[src/rtl/rv32i_fetch_unit.sv]
// RV32I instruction fetch stage: PC generation, in-order imem request/response
// tracking with stale-response dropping after redirects, and a small
// instruction buffer presenting {pc, raw word} to the decoder.
module rv32i_fetch_unit #(
  parameter logic [31:0] RESET_PC        = 32'h0040_0000,
  parameter int unsigned FIFO_DEPTH      = 2,
  parameter int unsigned MAX_OUTSTANDING = 2
) (
  input  logic        clk,
  input  logic        rst,
  output logic        imem_req_valid,
  output logic [31:0] imem_req_addr,
  input  logic        imem_req_ready,
  input  logic        imem_rsp_valid,
  input  logic [31:0] imem_rsp_data,
  input  logic        redirect_valid,
  input  logic [31:0] redirect_pc,
  output logic        inst_valid,
  output logic [31:0] inst_raw,
  output logic [31:0] inst_pc,
  input  logic        inst_ready
);

  localparam int unsigned PTR_W = $clog2(FIFO_DEPTH);
  localparam int unsigned CNT_W = $clog2(FIFO_DEPTH + 1);
  localparam int unsigned OUT_W = $clog2(MAX_OUTSTANDING + 1);
  localparam int unsigned SUM_W = ((CNT_W > OUT_W) ? CNT_W : OUT_W) + 1;

  localparam logic [1:0] ST_BOOT  = 2'd0;
  localparam logic [1:0] ST_RUN   = 2'd1;
  localparam logic [1:0] ST_DRAIN = 2'd2;

  logic [1:0]       state_q, state_d;
  logic [31:0]      fetch_pc_q, fetch_pc_d;
  logic [31:0]      rsp_pc_q, rsp_pc_d;
  logic [OUT_W-1:0] out_cnt_q, out_cnt_d;
  logic [OUT_W-1:0] drop_cnt_q, drop_cnt_d;
  logic [PTR_W-1:0] rd_ptr_q, rd_ptr_d;
  logic [PTR_W-1:0] wr_ptr_q, wr_ptr_d;
  logic [CNT_W-1:0] fifo_cnt_q, fifo_cnt_d;
  logic [31:0]      buf_pc_q  [FIFO_DEPTH];
  logic [31:0]      buf_raw_q [FIFO_DEPTH];

  logic             req_fire;
  logic             rsp_take;
  logic             rsp_push;
  logic             pop;
  logic             credit_ok;
  logic [31:0]      target;
  logic [OUT_W-1:0] live_cnt;
  logic [SUM_W-1:0] credit_used;

  assign imem_req_addr = fetch_pc_q;

  // Handshake qualification and issue credit (every live response owns a buffer slot)
  always_comb begin
    target         = redirect_pc & 32'hFFFF_FFFC;
    live_cnt       = out_cnt_q - drop_cnt_q;
    credit_used    = SUM_W'(live_cnt) + SUM_W'(fifo_cnt_q);
    credit_ok      = credit_used < SUM_W'(FIFO_DEPTH);
    imem_req_valid = (state_q != ST_BOOT) && !redirect_valid &&
                     (out_cnt_q < OUT_W'(MAX_OUTSTANDING)) && credit_ok;
    req_fire       = imem_req_valid && imem_req_ready;
    rsp_take       = imem_rsp_valid && (out_cnt_q != '0);
    rsp_push       = rsp_take && !redirect_valid && (drop_cnt_q == '0);
    inst_valid     = fifo_cnt_q != '0;
    pop            = inst_valid && inst_ready;
  end

  // Next-state logic: PCs, counters, buffer pointers and FSM
  always_comb begin
    state_d    = state_q;
    fetch_pc_d = fetch_pc_q;
    rsp_pc_d   = rsp_pc_q;
    rd_ptr_d   = rd_ptr_q;
    wr_ptr_d   = wr_ptr_q;
    drop_cnt_d = drop_cnt_q;
    out_cnt_d  = out_cnt_q + OUT_W'(req_fire) - OUT_W'(rsp_take);
    fifo_cnt_d = fifo_cnt_q + CNT_W'(rsp_push) - CNT_W'(pop);

    if (req_fire) fetch_pc_d = fetch_pc_q + 32'd4;
    if (rsp_push) begin
      rsp_pc_d = rsp_pc_q + 32'd4;
      wr_ptr_d = wr_ptr_q + PTR_W'(1);
    end
    if (pop) rd_ptr_d = rd_ptr_q + PTR_W'(1);
    if (rsp_take && (drop_cnt_q != '0)) drop_cnt_d = drop_cnt_q - OUT_W'(1);

    // Redirect overrides everything: restart at target, flush, mark in-flight stale
    if (redirect_valid) begin
      fetch_pc_d = target;
      rsp_pc_d   = target;
      rd_ptr_d   = '0;
      wr_ptr_d   = '0;
      fifo_cnt_d = '0;
      drop_cnt_d = out_cnt_q - OUT_W'(rsp_take);
    end

    case (state_q)
      ST_BOOT:  state_d = ST_RUN;
      ST_RUN:   if (redirect_valid && (out_cnt_d != '0)) state_d = ST_DRAIN;
      ST_DRAIN: if (!redirect_valid && (drop_cnt_d == '0)) state_d = ST_RUN;
      default:  state_d = ST_BOOT;
    endcase
  end

  // State registers
  always_ff @(posedge clk or posedge rst) begin
    if (rst) begin
      state_q    <= ST_BOOT;
      fetch_pc_q <= RESET_PC;
      rsp_pc_q   <= RESET_PC;
      out_cnt_q  <= '0;
      drop_cnt_q <= '0;
      rd_ptr_q   <= '0;
      wr_ptr_q   <= '0;
      fifo_cnt_q <= '0;
    end else begin
      state_q    <= state_d;
      fetch_pc_q <= fetch_pc_d;
      rsp_pc_q   <= rsp_pc_d;
      out_cnt_q  <= out_cnt_d;
      drop_cnt_q <= drop_cnt_d;
      rd_ptr_q   <= rd_ptr_d;
      wr_ptr_q   <= wr_ptr_d;
      fifo_cnt_q <= fifo_cnt_d;
    end
  end

  // Instruction buffer storage, written on each live response
  always_ff @(posedge clk or posedge rst) begin
    if (rst) begin
      for (int i = 0; i < FIFO_DEPTH; i++) begin
        buf_pc_q[i]  <= '0;
        buf_raw_q[i] <= '0;
      end
    end else if (rsp_push) begin
      buf_pc_q[wr_ptr_q]  <= rsp_pc_q;
      buf_raw_q[wr_ptr_q] <= imem_rsp_data;
    end
  end

  // Head presentation, zeroed when the buffer is empty
  always_comb begin
    inst_pc  = '0;
    inst_raw = '0;
    if (inst_valid) begin
      inst_pc  = buf_pc_q[rd_ptr_q];
      inst_raw = buf_raw_q[rd_ptr_q];
    end
  end

endmodule

[config.mk]
export PLATFORM = sky130hd
export DESIGN_NAME = rv32i_fetch_unit
export DESIGN_NICKNAME = d
export VERILOG_FILES = /design/src/rtl/rv32i_fetch_unit.sv
export SDC_FILE = /design/constraint.sdc
export NUM_CORES = 1
export LEC_CHECK = 0
export ABC_AREA = 1
export CORE_MARGIN = 5
export CORE_UTILIZATION = 49
export DETAILED_ROUTE_END_ITERATION = 7
export GPL_TIMING_DRIVEN = 1
export PLACE_DENSITY = 0.73
export RECOVER_POWER = 25
export SLEW_MARGIN = 20
export SYNTH_ARGS = -nofsm -noshare
export SYNTH_HDL_FRONTEND = slang
export SYNTH_SLANG_ARGS = --single-unit
[constraint.sdc]
create_clock -name clk -period 5.9 [get_ports clk]
set_clock_uncertainty 0.05 [all_clocks]
set_input_delay 0.59 -clock clk [delete_from_list [all_inputs] [get_ports clk]]
set_output_delay 0.59 -clock clk [all_outputs]
set_load 0.02 [all_outputs]
After elaboration in Yosys (flattened, before gate mapping)
Cells that the tools add are included.

Input bits: 70. Memories kept: 0. Latch bits: 0. Memory bits (read-only): 0. Register bits after elaboration: 202. Word-level logic and storage cells: 86. Bits in writable memories: 0.

Equal/unequal tests: 4. Multiplexer cells: 26. Shift operators: 0. Bitwise gates (word level): 2. Order comparisons: 5. Multiply operators: 0. Add/subtract/negate cells: 12. Reduce and logical (&&, ||, !) cells: 25. Divide/modulo/power cells: 0.

Operators with widths (count): 32-bit two-way mux (13); 64-bit bitwise mux (2); 32-bit by 3-bit adder with 32-bit output (second input constant) (2); 32-bit demux with 1-bit select (1); 2-bit nonzero test (8); 1-bit logical AND (12); 2-bit two-way mux (5); 2-bit zero test (3); 2-bit case mux with 3 select lines (1); 2-bit by 1-bit subtractor with 2-bit output (3); 2-bit by 1-bit adder with 2-bit output (2); 2-bit >= comparator (second input constant) (2); 1-bit two-way mux (4); 2-bit inequality test (second input constant) (2); 1-bit NOT with 2-bit output (2); 2-bit by 2-bit adder with 3-bit output (1); 3-bit by 2-bit < comparator with 1-bit output (second input constant) (1); 1-bit adder (second input constant) (2); 2-bit by 1-bit == test with 1-bit output (second input constant) (1); 2-bit == test (second input constant) (1); 2-bit by 1-bit < comparator with 1-bit output (second input constant) (1); 2-bit < comparator (second input constant) (1); 2-bit AND reduction (1); 2-bit by 1-bit subtractor with 2-bit output (second input constant) (1); other kinds (2) (2).

Depth between registers and ports, before layout
Depth in word-level cells: 11. Mapped depth: 15.

Worst setup path after synthesis
OpenSTA, ideal clock, no wires.

Path kind: register to register. From: register out_cnt_q[0]. To: register state_q[1]. Data required time: 5.719 ns. Clock period less this slack: 2.979 ns. Path buffers: 0. Cell stages (with the launch flop): 15. Slack: 2.921 ns. Arrival time: 2.799 ns. Cell sequence: dfrtp_1 inv_1 ha_1 xnor2_1 xor2_1 fa_1 nand2_1 nor2_2 nand2_4 ha_1 inv_1 ha_1 xnor2_1 o21ai_0 o21ai_0.

Longest elaborated chain between the ends: 11.

RTL lines: start: declaration (RTL line 36) `logic [OUT_W-1:0] out_cnt_q, out_cnt_d;`; start signal: assignment (RTL line 122) `out_cnt_q <= out_cnt_d;`; 2-bit subtractor (RTL line 58) `live_cnt = out_cnt_q - drop_cnt_q;`; 2-bit by 2-bit adder with 3-bit output (RTL line 59) `credit_used = SUM_W'(live_cnt) + SUM_W'(fifo_cnt_q);`; 3-bit by 2-bit < comparator with 1-bit output (RTL line 60) `credit_ok = credit_used < SUM_W'(FIFO_DEPTH);`; 1-bit logical AND (*) (RTL line 62) `(out_cnt_q < OUT_W'(MAX_OUTSTANDING)) && credit_ok;`; via imem_req_valid (RTL line 11) `output logic imem_req_valid,`; 1-bit logical AND (*) (RTL line 63) `req_fire = imem_req_valid && imem_req_ready;`; 2-bit by 1-bit adder with 2-bit output (*) (RTL line 78) `out_cnt_d = out_cnt_q + OUT_W'(req_fire) - OUT_W'(rsp_take);`; 2-bit by 1-bit subtractor with 2-bit output (*) (RTL line 78); via out_cnt_d[1] (RTL line 36); 2-bit nonzero test (*) (RTL line 101) `ST_RUN: if (redirect_valid && (out_cnt_d != '0)) state_d = ST_DRAIN;`; 1-bit logical AND (*) (RTL line 101); 2-bit inequality test (no source line) (*); 2-bit AND reduction (no source line) (*); end signal: assignment (RTL line 119) `state_q <= state_d;`; end: declaration (RTL line 33) `logic [1:0] state_q, state_d;`.

Mark *: on every way through the listed nets, which the timed path passes. The rest lies on a longest branch. A chain may end at the register's enable or synchronous reset.

Final worst setup path
From: register rd_ptr_q. To: output inst_pc[4].

Longest elaborated chain between the ends: 5.

RTL lines: start: declaration (RTL line 38) `logic [PTR_W-1:0] rd_ptr_q, rd_ptr_d;`; start signal: assignment (RTL line 124) `rd_ptr_q <= rd_ptr_d;`; 1-bit NOT with 2-bit output (implied by the code) (RTL line 148) `inst_pc = buf_pc_q[rd_ptr_q];`; 32-bit two-way mux (implied by the code) (3 in series) (RTL line 148); 32-bit two-way mux (RTL line 147) `if (inst_valid) begin`; end: declaration (RTL line 20) `output logic [31:0] inst_pc,`.

Every way passes these cells. The select of a mux whose other input is x is not followed.

==> flow_summary.toml <==
[outcome]
outcome = "completed"

[timing]
hold_viol = 0
finalCritPeriodShare_pct = 62.45
worst_pin_slew_ns = 1.135
fin_crit_ns = 3.684
setup_slack_ns = 2.216
max_freq_mhz = 271.4
setup_tns_ns = 0
slew_viol_final = 0
maxSlewHeadroom_pct = 24.18
setup_viol = 0
rsz0062_at_grt = "no"

[cts]
post_cts_buffers = 0
cts-resized-gates = 0
clock-sinks = 194
clkTransAtPathRegs_ns = 0.07
insertion_delay_ns = 0.43
cts_buffers = 17
clock_path_buffers = 2
cts_tree = "built"
cts-root-buf = "clkbuf_16"
htree_levels = 4
hold_buffers = 0

[synthesis]
yosysMostFrequentCell = "nand2_1"
netlist_top_cells_area = "dfrtp_1, nand2_1, o21ai_1"
synthCells = 1393
synth_area_um2 = 10340
synth.distinct_cells = 39
synth-async-reset-ratio_pct = 100.0
ys_ff_latch = 194
synth-edff-count = 0
ys_seq_area_share_pct = 46.97
netlist_top_cells_count = "nand2_1, dfrtp_1, inv_1, o21ai_1, nor2_1"
synth_area_leader_cell = "dfrtp_1"
synthFlopType = "dfrtp_1"
avgSynthCellArea_um2 = 7.423
netlist.area_leader.share_pct = 46.47
ys_warn_count = 0

[route]
drt_iter0_markers = 626
drcViolationCount = 0
via_count = 9449
wl_per_cell_um = 15.36
via_per_inst = 5.220
detail_route.first_pass.iterations = 5
drtAntennaViolNets = 0
wirelength_um = 27810

[critical_path]
end_kind = "primary output"
setup.worst_path.start = "rd_ptr_q"
r2r_cells = 13
reg2reg_from = "out_cnt_q[0]"
critPathMaxFanout = 65
crit_arrival_ns = 3.04
r2r_end = "imem_req_addr[20]"
critPathKind = "reg2out"
cp_data_required_time_ns = 5.26
worstSetupStartpointType = "flip-flop"
rrSetupSlack_ns = 2.58
cp-endpoint = "inst_pc[4]"

[floorplan]
rows = 53
core_um2 = 20890
die_w_um = 155.3
start_util_pct = 49.50
num_io_pins = 168
die-area_um2 = 24110
die_y_um = 155.3

[place]
dp_slack_ns = 2.426
place_congestion = 0.9490
hpwl_um = 18950
numPortBuffers = 161
placed_cell_area_um2 = 12020
dpl.cell_count = 1777

[layout]
fin_area_um2 = 12620
fillers = 1963
syn2layout_area_growth_pct = 22.01
final_nets = 1602
fin_cells = 1810
drive_above_1_share_pct = 4.300
diodes = 0

[min_path]
min_path_type = "reg2reg"

[grt]
antenna_found_initial = 0
grt_pass1_vias = 8964
grt_use_total_pct = 23.31
grt_max_degree = 195
grt_overflow = 0
grt_pass1_wl_um = 45670

[pwr]
ir_drop_v = 0.0002926
power_leakage_nw = 5.809
power_density_nw_per_um2 = 441.2

[run]
cap_viol_max_count = 0
worst max-delay path, cell delays in order, from the launching register on:
cell,delay [ns]
dfrtp_2,0.39
buf_4,0.32
inv_2,0.41
buf_4,0.51
nand2_1,0.09
a21oi_1,0.22
clkdlybuf4s50_1,0.65
logic make-up after synthesis:
logic type,count (synthesis),share of synthesized area [%]
fa+ha+maj,10,1.283
compound gates,261,13.66
xor+xnor,21,1.779
simple gates,701,27.49
other cells,1,0.03627
buf+inv,205,8.773
flops,194,46.97
final cells by class:
class,count,area (um^2),area share [%]
sequential,194,4858,38.51
multi-input combinational,997,4594,36.42
timing repair buffer,170,1712,13.57
inverter,142,539.3,4.275
clock buffer,18,429.2,3.402
tap,275,344.1,2.727
clock inverter,14,138.9,1.101
cells in the final DEF (no fill, tap or decap), types with 2 or more instances in the layout:
cell type	synthesis	final
o211ai_1	18	18
inv_2	5	5
dfrtp_1	192	191
a31oi_1	5	5
nand2_1	505	505
dfstp_2	2	2
a21oi_1	73	73
nand3_1	70	70
xor2_1	16	16
clkbuf_16	0	17
o21ai_0	46	46
inv_6	0	7
buf_4	5	7
nor2_4	1	2
clkinvlp_4	0	2
nor2_1	89	88
o21ai_1	105	105
nor2_2	2	2
clkdlybuf4s50_1	0	160
nand4_1	10	10
a22oi_1	2	2
nand3b_1	4	4
xnor2_1	5	5
conb_1	1	4
inv_1	135	134
clkinv_4	0	3
o221ai_1	4	4
ha_1	9	9
clkinv_8	0	2
nand2_4	4	4
o21ai_2	5	5
nor3_1	13	13
worst min-delay path by stage:
stage                       start             to  cells after the start
finish              buf_raw_q[61]  buf_raw_q[61]                      2
global placement    buf_raw_q[61]  buf_raw_q[61]                      2
floorplan           buf_raw_q[27]  buf_raw_q[27]                      2
detailed placement  buf_raw_q[61]  buf_raw_q[61]                      2
CTS                 buf_raw_q[61]  buf_raw_q[61]                      2
global route         buf_pc_q[15]   buf_pc_q[15]                      2
per-stage QoR:
| step | hold slack, ns | total power, mW | utilization (%) |
|---|---|---|---|
| global route | 0.4529 | 5.990 | 60.40 |
| detailed placement | 0.4169 | 4.470 | 57.54 |
| global placement | 0.4140 | 4.418 | 57.54 |
| floorplan | 0.4034 | 3.628 | - |
| finish | 0.4319 | 5.567 | 60.40 |
| CTS | 0.4358 | 5.603 | 60.26 |
sequential cells by signal (all words and copies together) (netlist names):
name and count:
buf_raw_q 64, buf_pc_q 60, imem_req_addr 30, rsp_pc_q 30, drop_cnt_q 2, fifo_cnt_q 2, out_cnt_q 2, state_q 2
rd_ptr_q 1, wr_ptr_q 1
where the power goes:
part / switching [mW] / internal [mW]
clock: 0.553 / 0.562
combinational: 1.37 / 0.894
sequential: 0.355 / 1.83
metal layers:
metal / vias up / share of wire (%) / routed length (um) / global-route usage [%]
li1: 4714 / - / - / -
met1: 4425 / 46 / 12880 / 34.00
met2: 272 / 46 / 12700 / 35.68
met3: 38 / 5.6 / 1564 / 3.922
met4: 0 / 2.3 / 653 / 7.586
met5: - / 0 / 0 / 0
Power figures use the tool's default switching activity.
